File: config.mk
export PLATFORM = sky130hd
export DESIGN_NAME = led_pattern_gen
export DESIGN_NICKNAME = d
export VERILOG_FILES = /design/src/rtl/led_pattern_gen.sv
export SDC_FILE = /design/constraint.sdc
export NUM_CORES = 1
export LEC_CHECK = 0
export CORE_ASPECT_RATIO = 1.2
export CORE_MARGIN = 8
export CORE_UTILIZATION = 60
export DETAILED_ROUTE_END_ITERATION = 10
export PLACE_DENSITY = 0.79
export SLEW_MARGIN = 15
export SYNTH_ARGS = -nofsm -noshare
export SYNTH_HDL_FRONTEND = slang
export SYNTH_SLANG_ARGS = --single-unit
File: constraint.sdc
create_clock -name clk_in -period 2.3 [get_ports clk_in]
set_input_delay 0.46 -clock clk_in [delete_from_list [all_inputs] [get_ports clk_in]]
set_output_delay 0.46 -clock clk_in [all_outputs]
set_load 0.1 [all_outputs]
File: src/rtl/led_pattern_gen.sv
// led_pattern_gen: CH_NUM-channel LED driver (off / on / blink / PWM) with one shared prescaler and PWM timebase.
// Optional feature macro LED_BREATHE_EN: PWM mode ramps its level between 0 and the stored duty.
module led_pattern_gen #(
  parameter int CH_NUM      = 4,
  parameter int CNT_NUM     = 25000,
  parameter int DUTY_W      = 8,
  parameter int BLINK_TICKS = 500
) (
  input  logic              clk_in,
  input  logic              rst_in,
  input  logic              cfg_valid,
  output logic              cfg_ready,
  input  logic [3:0]        cfg_ch,
  input  logic [1:0]        cfg_mode,
  input  logic [DUTY_W-1:0] cfg_duty,
  output logic              cfg_err,
  output logic [CH_NUM-1:0] led_out
);

  localparam int PW = (CNT_NUM > 1) ? $clog2(CNT_NUM) : 1;
  localparam int BW = (BLINK_TICKS > 1) ? $clog2(BLINK_TICKS) : 1;
  localparam logic [PW-1:0] PRESC_LAST = PW'(CNT_NUM - 1);
  localparam logic [BW-1:0] BLINK_LAST = BW'(BLINK_TICKS - 1);

  typedef enum logic [1:0] {
    MODE_OFF   = 2'b00,
    MODE_ON    = 2'b01,
    MODE_BLINK = 2'b10,
    MODE_PWM   = 2'b11
  } mode_e;

  logic                          rdy_q;
  logic                          err_q, err_d;
  logic [PW-1:0]                 presc_q, presc_d;
  logic [DUTY_W-1:0]             pwm_q, pwm_d;
  logic [CH_NUM-1:0][1:0]        mode_q, mode_d;
  logic [CH_NUM-1:0][DUTY_W-1:0] duty_q, duty_d;
  logic [CH_NUM-1:0][BW-1:0]     bcnt_q, bcnt_d;
  logic [CH_NUM-1:0]             bstate_q, bstate_d;
  logic [CH_NUM-1:0]             led_q, led_d;
  logic [CH_NUM-1:0][DUTY_W-1:0] cmp_lvl;
  logic [CH_NUM-1:0]             wr_hit;
  logic                          tick;
  logic                          wr_acc;
  logic                          ch_ok;

  assign tick   = (presc_q == PRESC_LAST);
  assign wr_acc = cfg_valid & rdy_q;
  assign ch_ok  = ({1'b0, cfg_ch} < 5'(CH_NUM));

  always_comb begin
    wr_hit = '0;
    for (int i = 0; i < CH_NUM; i++) begin
      wr_hit[i] = wr_acc & ch_ok & (cfg_ch == 4'(i));
    end
  end

  always_comb begin
    presc_d  = tick ? '0 : presc_q + 1'b1;
    pwm_d    = tick ? pwm_q + 1'b1 : pwm_q;
    err_d    = wr_acc & ~ch_ok;
    mode_d   = mode_q;
    duty_d   = duty_q;
    bcnt_d   = bcnt_q;
    bstate_d = bstate_q;
    led_d    = '0;
    for (int i = 0; i < CH_NUM; i++) begin
      // A write restarts the blink phase high, overriding a same-cycle tick.
      if (wr_hit[i]) begin
        mode_d[i]   = cfg_mode;
        duty_d[i]   = cfg_duty;
        bcnt_d[i]   = '0;
        bstate_d[i] = 1'b1;
      end else if (tick) begin
        if (bcnt_q[i] == BLINK_LAST) begin
          bcnt_d[i]   = '0;
          bstate_d[i] = ~bstate_q[i];
        end else begin
          bcnt_d[i] = bcnt_q[i] + 1'b1;
        end
      end
      case (mode_e'(mode_q[i]))
        MODE_OFF:   led_d[i] = 1'b0;
        MODE_ON:    led_d[i] = 1'b1;
        MODE_BLINK: led_d[i] = bstate_q[i];
        MODE_PWM:   led_d[i] = (pwm_q < cmp_lvl[i]);
        default:    led_d[i] = 1'b0;
      endcase
    end
  end

  always_ff @(posedge clk_in) begin
    if (rst_in) begin
      rdy_q    <= 1'b0;
      err_q    <= 1'b0;
      presc_q  <= '0;
      pwm_q    <= '0;
      mode_q   <= '0;
      duty_q   <= '0;
      bcnt_q   <= '0;
      bstate_q <= '0;
      led_q    <= '0;
    end else begin
      rdy_q    <= 1'b1;
      err_q    <= err_d;
      presc_q  <= presc_d;
      pwm_q    <= pwm_d;
      mode_q   <= mode_d;
      duty_q   <= duty_d;
      bcnt_q   <= bcnt_d;
      bstate_q <= bstate_d;
      led_q    <= led_d;
    end
  end

`ifdef LED_BREATHE_EN
  localparam logic [DUTY_W-1:0] PWM_LAST = '1;

  logic [CH_NUM-1:0][DUTY_W-1:0] lvl_q, lvl_d;
  logic [CH_NUM-1:0]             down_q, down_d;
  logic                          pwm_wrap;

  assign pwm_wrap = tick & (pwm_q == PWM_LAST);

  // Triangle ramp: one step per PWM period, turning around at 0 and at the stored duty.
  always_comb begin
    lvl_d  = lvl_q;
    down_d = down_q;
    for (int i = 0; i < CH_NUM; i++) begin
      if (wr_hit[i]) begin
        lvl_d[i]  = '0;
        down_d[i] = 1'b0;
      end else if (pwm_wrap) begin
        if (duty_q[i] == '0) begin
          lvl_d[i]  = '0;
          down_d[i] = 1'b0;
        end else if (!down_q[i]) begin
          if (lvl_q[i] >= duty_q[i]) begin
            lvl_d[i]  = lvl_q[i] - 1'b1;
            down_d[i] = 1'b1;
          end else begin
            lvl_d[i] = lvl_q[i] + 1'b1;
          end
        end else begin
          if (lvl_q[i] == '0) begin
            lvl_d[i]  = lvl_q[i] + 1'b1;
            down_d[i] = 1'b0;
          end else begin
            lvl_d[i] = lvl_q[i] - 1'b1;
          end
        end
      end
    end
  end

  always_ff @(posedge clk_in) begin
    if (rst_in) begin
      lvl_q  <= '0;
      down_q <= '0;
    end else begin
      lvl_q  <= lvl_d;
      down_q <= down_d;
    end
  end

  assign cmp_lvl = lvl_q;
`else
  assign cmp_lvl = duty_q;
`endif

  assign cfg_ready = rdy_q;
  assign cfg_err   = err_q;
  assign led_out   = led_q;

endmodule

==> results of run 1 <==
==> synthesized netlist by cell type, types with 2 or more instances <==
cell | number | area [sq um]
nor3_1 | 6 | 30.0
o21a_1 | 5 | 37.5
mux2_2 | 4 | 45.0
clkinv_1 | 2 | 7.51
buf_2 | 4 | 20.0
xor2_1 | 38 | 333
ha_1 | 34 | 425
and3_1 | 15 | 93.8
xnor2_1 | 15 | 131
nand2_1 | 66 | 248
dfxtp_1 | 109 | 2180
a21oi_1 | 43 | 215
and4b_1 | 2 | 20.0
and2_1 | 3 | 18.8
mux2i_1 | 18 | 180
nand3b_1 | 2 | 15.0
o2111ai_1 | 4 | 35.0
or4_4 | 2 | 22.5
a211oi_1 | 2 | 15.0
nor2b_1 | 5 | 31.3
a32oi_1 | 2 | 17.5
nor2_1 | 89 | 334
o21ai_0 | 8 | 40.0
a211o_1 | 4 | 35.0
inv_1 | 35 | 131
nand3_1 | 17 | 85.1
nand2b_1 | 4 | 25.0
nand4_1 | 22 | 138
and3_2 | 2 | 15.0
clkbuf_1 | 14 | 52.6
==> logic make-up after synthesis <==
| logic type | after synthesis | share of synthesized area, % |
|---|---|---|
| and+or+nand+nor | 245 | 23.2 |
| xor gates and xnor gates | 53 | 9.05 |
| DFF | 109 | 42.5 |
| adders and majority gates | 34 | 8.29 |
| buffers and inverters | 58 | 4.56 |
| AOI/OAI and AO/OA | 70 | 7.98 |
| muxes | 22 | 4.39 |
==> critical path: cells and delay by family, from the launching register on <==
kind | cells | cell delay [ns]
AND/OR/NAND/NOR | 5 | 1.70
flip-flops | 1 | 0.36
==> per-stage QoR <==
| stage | hold slack, ns | setup slack, ns | total power [W] |
|---|---|---|---|
| after global routing | 0.441 | 0.0605 | 0.00321 |
| after CTS | 0.418 | 0.144 | 0.00312 |
| after floorplan | 0.430 | 0.181 | 0.00202 |
| after detailed placement | 0.447 | 0.115 | 0.00209 |
| final | 0.427 | 0.141 | 0.00309 |
| after global placement | 0.442 | 0.170 | 0.00208 |
==> power by group through the flow <==
stage	Combinational, W	Clock (W)	Sequential, W
after floorplan	0.0000591	0	0.00196
after global placement	0.000133	0	0.00195
after CTS	0.000136	0.00108	0.00191
after global routing	0.000146	0.00115	0.00191
after detailed placement	0.000136	0	0.00195
final	0.000136	0.00104	0.00191
==> cell type report <==
cell class | instances | share of cell area, %
clock inverters | 6 | 0.813
repair buffers | 35 | 5.89
well taps | 117 | 2.57
flip-flops and latches | 109 | 38.4
multi-input cells | 424 | 47.7
inverters | 37 | 2.44
clock buffers | 9 | 2.18
==> flip-flops by register name, indices dropped and copies added, names as in the netlist <==
signal,count
led_out,4
cfg_ready,1
bcnt_q,36
bstate_q,4
presc_q,15
mode_q,8
pwm_q,8
cfg_err,1
cmp_lvl,32
==> worst min-delay path by stage <==
| stage | start | end | slack (ns) | cells after the start |
|---|---|---|---|---|
| final | rst_in | cfg_ready | 0.43 | 2 |
| after global routing | rst_in | cfg_ready | 0.44 | 2 |
| after CTS | rst_in | cfg_ready | 0.42 | 2 |
| after detailed placement | cmp_lvl[21] | cmp_lvl[21] | 0.45 | 2 |
| after global placement | presc_q[0] | presc_q[0] | 0.44 | 1 |
| after floorplan | presc_q[0] | presc_q[0] | 0.43 | 1 |
==> routing by layer <==
metal / vias to the layer above / share of wire (%) / GRT usage [%]
met1: 1845 / 46 / 20.8
met5: - / 0 / 0
met2: 44 / 48 / 31.5
met4: 0 / 2.4 / 7.47
li1: 2039 / - / -
met3: 19 / 3.3 / 3.55
==> key figures, run 1 <==
Status
  – Outcome: complete, no violations

Yosys
  – Post-synth cell types: 45
  – Avg Cell Area, Syn: 8.68 sq um
  – Async SR Flop Fraction: 0%
  – Number of synthesized register bits: 109
  – Synth warn: 0
  – Seq/Total Area, Yosys: 42.5%
  – EDFF count, synth: 0
  – Main synth FF type: dfxtp_1
  – Synthesized netlist net count: 642
  – Post-synthesis instance area: 0.00513 sq mm
  – Syn Inst Count: 591

Timing
  – Final Setup Violations: 0
  – Post-layout min period: around 2.2 ns
  – Slew margin rel.: 58.3%
  – Fmax: ~0.46 GHz
  – Endpoints failing hold: 0
  – Slew @ Worst Pin: 0.626 ns
  – Setup_tns: 0 ns
  – Unrepaired setup endpoints after global routing: false
  – Max-slew violation count: 0
  – Final worst-path cycle share: 93.9%
  – Final worst clock skew: 0.0197 ns

Power and ir drop
  – Seq pwr share: between 60% and 70%
  – Clock group share of total power: around 34%
  – Cell Pwr Density: 543 mW/mm^2
  – Psw: 0.000740 W
  – Switching share of power: 24.0%
  – P_int: 0.00235 W
  – Worst vdd ir: roughly 0.39 mV
  – Leak pwr: 2.19 nW
  – Gate power share: 4.4%

Detailed routing
  – Post-route ant nets: 0
  – Final wirelength: 10100 um
  – DRT iter0 DRCs: 126
  – DR pass1 iterations: 4
  – Avg WL per Cell: 13.7 um
  – Vias: 3947
  – Vias per inst: 5.36
  – Residual DRC: 0

GRT
  – Vias in the first global route: 3845
  – Initial antenna violation count: 0
  – Congestion Overflow GR: 0
  – First-pass GRT wire length: 16900 um
  – Total GRT Usage: around 18%
  – Largest net degree at the start of global routing: 62

Die
  – Die area: 0.0118 sq mm
  – Core ar.: 0.00843 sq mm
  – Row Count: 37
  – Chip Width: 100 um
  – Die span in y: 117 um
  – # IOs: 23
  – Starting Density: 60.9%

Clock network
  – Clock Sink Count: 109
  – Worst skew pair latency: 0.38 ns
  – H-tree levels: 3
  – Clock buffers created by TritonCTS: 9
  – Clk buf depth: 2
  – Reg clk slew, reported paths: 0.11 ns
  – CTS tree: yes
  – Post-CTS sizing: 0
  – Setup Buffers After CTS: 0
  – CTS root buffer: clkbuf_8
  – # hold bufs at CTS: 0

Finish
  – Filler cell count: 710
  – Fin util: 67.6%
  – Finished layout cell area: 0.00569 sq mm
  – Multi-input logic area: 0.00272 sq mm
  – Antenna cells: 0
  – Nets: 667
  – Fraction of layout instances using a drive strength above 1: roughly 8.2%
  – Commonest non-fill, non-tap cells in the layout: dfxtp_1, nor2_1, nand2_1
  – Storage element area: 0.00218 sq mm
  – Final std cells w/o fill: 737
  – Area Overhead vs Synth: 11.0%
  – Most common cell after layout, fill and taps aside: dfxtp_1

Critical path
  – R2R setup slack: 0.14 ns
  – Critical Path, Cell by Cell: or4_4 > or4_4 > nor2_1 > or3_2 > nor2_1
  – FF-to-FF End: bcnt_q[0]
  – Crit-path slowest cell: or4_4
  – Crit path max fanout: 13
  – Worst Setup EP: bcnt_q[0]
  – CP startpoint: presc_q[10]
  – Crit Path Category: reg -> reg
  – Startpoint types: flop
  – Reg2Reg Depth: 5
  – Arrival time worst endpoint: 2.44 ns
  – Required @ worst endpoint: 2.58 ns
  – Crit end category: flop
  – Max stage delay on crit path: ~0.65 ns
  – Worst R2R Start: presc_q[10]

Placement
  – Port bufs: 22
  – Final HPWL DP: 7510 um
  – Cells after DPL: 722
  – Dpl cell area: 0.00552 sq mm
  – GP Congestion: 0.844

Worst hold path
  – Hold Crit Class: in -> reg

Job
  – Max-cap viol count: 0
(Power assumes the default switching activity.)
==> inputs of run 2 (changes only) <==
Settings changed: CORE_UTILIZATION 60 to 30, PLACE_DENSITY 0.79 to unset.
==> run 2 against run 1 <==
Maximum frequency shrank 0.80%; register-to-register slack lost 0.02 ns; total power grew 14%; sequential cell count is the same; first-iteration DRC count grew 33%; count of clock-buffer cells in the layout is the same; cell count grew 14%; clock skew shrank 0.012 ns.
==> key figures, run 2 (same netlist as run 1, synthesis figures left out) <==
Status
  – Outcome: complete, no violations (unchanged)

Finish
  – Commonest non-fill, non-tap cells in the layout: dfxtp_1, nor2_1, nand2_1 (unchanged)
  – Fraction of layout instances using a drive strength above 1: 8.52% (was 8.23%)
  – Storage element area: 0.00218 sq mm (unchanged)
  – Nets: 668 (was 667)
  – Most common cell after layout, fill and taps aside: dfxtp_1 (unchanged)
  – Antenna cells: 0 (unchanged)
  – Area Overhead vs Synth: 15.8% (was 11.0%)
  – Filler cell count: 1780 (was 710)
  – Multi-input logic area: 0.00272 sq mm (unchanged)
  – Largest register by flop count: bcnt_q (unchanged)
  – Largest register FFs: 36 (unchanged)
  – Fin util: 35.4% (was 67.6%)

Timing
  – Endpoints failing hold: 0 (unchanged)
  – Slew @ Worst Pin: 0.618 ns (was 0.626 ns)
  – Fmax: 0.459 GHz (was 0.463 GHz)
  – Final worst clock skew: 0.00792 ns (was 0.0197 ns)
  – Final worst-path cycle share: 94.6% (was 93.9%)
  – Setup_tns: 0 ns (unchanged)
  – Max-slew violation count: 0 (unchanged)
  – Post-layout min period: 2.18 ns (was 2.16 ns)
  – Unrepaired setup endpoints after global routing: false (unchanged)
  – Slew margin rel.: 58.2% (was 58.3%)
  – Final Setup Violations: 0 (unchanged)

Die
  – Core ar.: 0.0168 sq mm (was 0.00843 sq mm)
  – # IOs: 23 (unchanged)
  – Die area: 0.0216 sq mm (was 0.0118 sq mm)
  – Die span in y: 159 um (was 117 um)
  – Starting Density: 30.6% (was 60.9%)
  – Row Count: 52 (was 37)
  – Chip Width: 135 um (was 100 um)

Job
  – Max-cap viol count: 0 (unchanged)

Critical path
  – Crit path max fanout: 13 (unchanged)
  – Crit end category: flop (unchanged)
  – Crit Path Category: reg -> reg (unchanged)
  – Startpoint types: flop (unchanged)
  – Crit-path slowest cell: or4_4 (unchanged)
  – CP bufs+invs: 0 (unchanged)
  – Critical Path, Cell by Cell: or4_4 > or4_4 > nor2_1 > or3_2 > nor2_1 (unchanged)
  – Arrival time worst endpoint: 2.42 ns (was 2.44 ns)
  – Max stage delay on crit path: 0.66 ns (was 0.65 ns)
  – R2R setup slack: 0.12 ns (was 0.14 ns)
  – CP top delay family: simple AND/OR/NAND/NOR gates (unchanged)
  – Required @ worst endpoint: 2.55 ns (was 2.58 ns)

Placement
  – Port bufs: 22 (unchanged)
  – GP Congestion: 0.753 (was 0.844)
  – Final HPWL DP: 7400 um (was 7510 um)

Detailed routing
  – DRT iter0 DRCs: 168 (was 126)
  – Vias per inst: 4.62 (was 5.36)
  – Vias: 3872 (was 3947)
  – Post-route ant nets: 0 (unchanged)
  – DR pass1 iterations: 4 (unchanged)
  – Final wirelength: 10300 um (was 10100 um)
  – Avg WL per Cell: 12.3 um (was 13.7 um)
  – Residual DRC: 0 (unchanged)

Clock network
  – Clock buffers created by TritonCTS: 9 (unchanged)
  – H-tree levels: 3 (unchanged)
  – Clock Sink Count: 109 (unchanged)
  – CTS tree: yes (unchanged)
  – Reg clk slew, reported paths: 0.07 ns (was 0.11 ns)
  – Setup Buffers After CTS: 0 (unchanged)
  – CTS root buffer: clkbuf_16 (was clkbuf_8)
  – # hold bufs at CTS: 0 (unchanged)
  – Clk buf depth: 2 (unchanged)
  – Post-CTS sizing: 0 (unchanged)
  – Worst skew pair latency: 0.36 ns (was 0.38 ns)

GRT
  – Total GRT Usage: 10.2% (was 17.9%)
  – Initial antenna violation count: 0 (unchanged)
  – First-pass GRT wire length: 18100 um (was 16900 um)
  – Largest net degree at the start of global routing: 61 (was 62)
  – Vias in the first global route: 3878 (was 3845)
  – Congestion Overflow GR: 0 (unchanged)

Worst hold path
  – Hold Crit Class: in -> reg (unchanged)

Power and ir drop
  – Leak pwr: 2.25 nW (was 2.19 nW)
  – Cell Pwr Density: 592 mW/mm^2 (was 543 mW/mm^2)
  – Worst vdd ir: 0.329 mV (was 0.390 mV)
## run 2: cell count changes in the layout (fill, tap and decap cells not counted)
| cell | before | now |
|---|---|---|
| buf_12 | 3 | 4 |
| clkbuf_16 | 0 | 9 |
| clkbuf_8 | 9 | 0 |
| clkinv_2 | 1 | 3 |
| clkinv_4 | 0 | 1 |
| clkinvlp_4 | 2 | 1 |
| inv_6 | 3 | 2 |
## run 2: worst paths after layout
| check | to | cells past startpoint | startpoint |
|---|---|---|---|
| max | bcnt_q[6] | 5 | presc_q[10] |
| min | cfg_err | 2 | rst_in |
| max reg2reg | bcnt_q[6] | 5 | presc_q[10] |
| min reg2reg | cmp_lvl[22] | 2 | cmp_lvl[22] |
## run 2: power breakdown
part	total [W]	leakage [nW]	switching, W	internal, W
logic	0.000138	1.24	0.0000843	0.0000533
registers	0.00191	0.879	0.00000884	0.00190
clock network	0.00147	0.136	0.000732	0.000739
## run 2: cell type report
type                    count  area share, %
clock buffers               9           3.79
clock inverters             7          0.822
inverters                  37           2.34
multi-input cells         424           45.8
flip-flops and latches    109           36.8
well taps                 216           4.55
repair buffers             36           5.98
## run 2: stage by stage
step	instance area [sq um]	power [W]	hold slack (ns)	std cells	setup WS [ns]
3_5_place_dp	5670	0.00209	0.447	822	0.0863
3_3_place_gp	5670	0.00209	0.442	822	0.119
2_1_floorplan	5130	0.00202	0.430	591	0.181
6_report	5940	0.00352	0.317	838	0.123
5_1_grt	5940	0.00367	0.317	838	0.0171
4_1_cts	5940	0.00357	0.304	838	0.104
## run 2: layer usage
layer	GRT usage [%]	part of all wire, %	vias up
met5	0	0	-
met2	16.8	48	23
li1	-	-	2045
met1	12.6	48	1792
met4	5.31	2.3	0
met3	1.64	1.8	12
==> inputs of run 3 (changes only) <==
==> constraint.sdc (replaced) <==
create_clock -name clk_in -period 2.3 [get_ports clk_in]
set_input_delay 0.69 -clock clk_in [delete_from_list [all_inputs] [get_ports clk_in]]
set_output_delay 0.69 -clock clk_in [all_outputs]
set_load 0.1 [all_outputs]
==> run 3 against run 2 <==
Total power up 3.3%; sequential power barely moved; die area did not move; combinational power is 5% higher; clock power grew 7%; via count rose by 0.72%; critical path depth stayed put; global-route usage fell by 0.063 points.
==> key figures, run 3 (same netlist as run 1, synthesis figures left out) <==
Placement
  – Dpl cell area: 0.00572 sq mm (was 0.00567 sq mm)
  – GP Congestion: 0.755 (was 0.753)
  – DP Worst Slack: -0.159 ns (was 0.0863 ns)
  – Final HPWL DP: 7720 um (was 7400 um)
  – Port bufs: 22 (unchanged)

Critical path
  – Required @ worst endpoint: 2.54 ns (was 2.55 ns)
  – Crit Path Category: reg -> reg (unchanged)
  – Arrival time worst endpoint: 2.39 ns (was 2.42 ns)
  – Startpoint types: flop (unchanged)
  – Crit path max fanout: 8 (was 13)
  – Crit end category: flop (unchanged)

Power and ir drop
  – Tot Pwr: 0.00363 W (was 0.00352 W)
  – P_int: 0.00282 W (was 0.00269 W)
  – Switching share of power: 22.5% (was 23.5%)
  – Cell Pwr Density: 604 mW/mm^2 (was 592 mW/mm^2)
  – Psw: 0.000817 W (was 0.000825 W)
  – Gate power share: 4.0% (was 3.9%)
  – Leak pwr: 2.30 nW (was 2.25 nW)
  – Clock group share of total power: 43.5% (was 41.8%)
  – Seq pwr share: 52.5% (was 54.2%)
  – Worst vdd ir: 0.335 mV (was 0.329 mV)

Detailed routing
  – Vias per inst: 4.62 (about the same)
  – Residual DRC: 0 (unchanged)
  – Avg WL per Cell: 12.4 um (was 12.3 um)
  – Final wirelength: 10500 um (was 10300 um)
  – DRT iter0 DRCs: 257 (was 168)
  – Post-route ant nets: 0 (unchanged)
  – Vias: 3900 (was 3872)
  – DR pass1 iterations: 4 (unchanged)

Timing
  – Fmax: 0.465 GHz (was 0.459 GHz)
  – Post-layout min period: 2.15 ns (was 2.18 ns)
  – Slew @ Worst Pin: 0.507 ns (was 0.618 ns)
  – Worst Setup Slack, final: 0.150 ns (was 0.123 ns)
  – Max-slew violation count: 0 (unchanged)
  – Unrepaired setup endpoints after global routing: false (unchanged)
  – Worst Hold Slack: 0.455 ns (was 0.317 ns)
  – Final worst clock skew: 0.00912 ns (was 0.00792 ns)
  – Setup_tns: 0 ns (unchanged)
  – Final worst-path cycle share: 93.5% (was 94.6%)
  – Slew margin rel.: 66.0% (was 58.2%)
  – Endpoints failing hold: 0 (unchanged)
  – Final Setup Violations: 0 (unchanged)

Clock network
  – CTS tree: yes (unchanged)
  – Post-CTS sizing: 0 (unchanged)
  – Clk buf depth: 2 (unchanged)
  – Clock buffers created by TritonCTS: 9 (unchanged)
  – Worst skew pair latency: 0.35 ns (was 0.36 ns)
  – # hold bufs at CTS: 0 (unchanged)
  – Setup Buffers After CTS: 0 (unchanged)
  – H-tree levels: 3 (unchanged)
  – CTS root buffer: clkbuf_16 (unchanged)
  – Clock Sink Count: 109 (unchanged)
  – Reg clk slew, reported paths: 0.07 ns (about the same)

Job
  – Max-cap viol count: 0 (unchanged)

GRT
  – Largest net degree at the start of global routing: 38 (was 61)
  – Initial antenna violation count: 0 (unchanged)
  – First-pass GRT wire length: 17800 um (was 18100 um)
  – Total GRT Usage: 10.2% (about the same)
  – Vias in the first global route: 3692 (was 3878)
  – Congestion Overflow GR: 0 (unchanged)

Finish
  – Fraction of layout instances using a drive strength above 1: 9.22% (was 8.52%)
  – Antenna cells: 0 (unchanged)
  – Finished layout cell area: 0.00602 sq mm (was 0.00594 sq mm)
  – Nets: 675 (was 668)
  – Largest register FFs: 36 (unchanged)
  – Most common cell after layout, fill and taps aside: dfxtp_1 (unchanged)
  – Largest register by flop count: bcnt_q (unchanged)
  – Commonest non-fill, non-tap cells in the layout: dfxtp_1, nor2_1, nand2_1 (unchanged)
  – Area Overhead vs Synth: 17.3% (was 15.8%)

Die
  – Row Count: 52 (unchanged)
  – Starting Density: 30.6% (unchanged)
  – Chip Width: 135 um (unchanged)
  – Core ar.: 0.0168 sq mm (unchanged)
  – # IOs: 23 (unchanged)
  – Die span in y: 159 um (unchanged)
  – Die area: 0.0216 sq mm (unchanged)

Status
  – Outcome: complete, no violations (unchanged)

Worst hold path
  – Hold Crit Class: reg -> reg (was in -> reg)
==> run 3: changes by cell type in the layout (fill, tap and decap cells not counted), sizes merged <==
cell      before  now
buf           21   28
bufinv         0    1
clkbuf         9   11
clkinv         6    3
clkinvlp       1    0
inv           37   38
==> run 3: stage by stage <==
stage / util, % / std cells
after CTS: 35.8 / 845
after floorplan: - / 591
after detailed placement: 34.1 / 829
after global placement: 34.1 / 829
after global routing: 35.8 / 845
final: 35.8 / 845
==> run 3: final timing paths <==
| check | slack (ns) | from | depth (start not counted) | endpoint |
|---|---|---|---|---|
| worst min-delay path | 0.46 | cmp_lvl[23] | 2 | cmp_lvl[23] |
| worst min register to register | 0.46 | cmp_lvl[23] | 2 | cmp_lvl[23] |
| worst max register to register | 0.15 | presc_q[11] | 5 | bcnt_q[4] |
| worst max-delay path | 0.15 | presc_q[11] | 5 | bcnt_q[4] |
==> run 3: layout make-up <==
type | instances | area [sq um]
repair buffers | 43 | 408
clock inverters | 5 | 65.1
clock buffers | 11 | 233
flip-flops and latches | 109 | 2180
fillers | 1792 | 10800
well taps | 216 | 270
inverters | 37 | 139
multi-input cells | 424 | 2720
==> run 3: critical path, stage by stage (launching register included) <==
cell and delay [ns]:
dfxtp_1 0.35, or4_4 0.55, or4_4 0.60, nor2_1 0.20, or3_2 0.26, nor2_1 0.07
==> run 3: routing by layer <==
metal,wire length [um],GRT usage (%),part of all wire [%],up-vias
met5,0,0,0,-
met4,129,2.88,1.2,0
met3,310,3.19,3.0,7
met2,5090,16.8,48,36
met1,4960,12.4,47,1799
li1,-,-,-,2058
==> run 3: power by group through the flow <==
stage	registers (W)	logic, W	clock network (W)
final	0.00191	0.000145	0.00158
after global routing	0.00191	0.000158	0.00171
after CTS	0.00191	0.000147	0.00164
after detailed placement	0.00195	0.000147	0
after global placement	0.00195	0.000147	0
after floorplan	0.00196	0.0000591	0
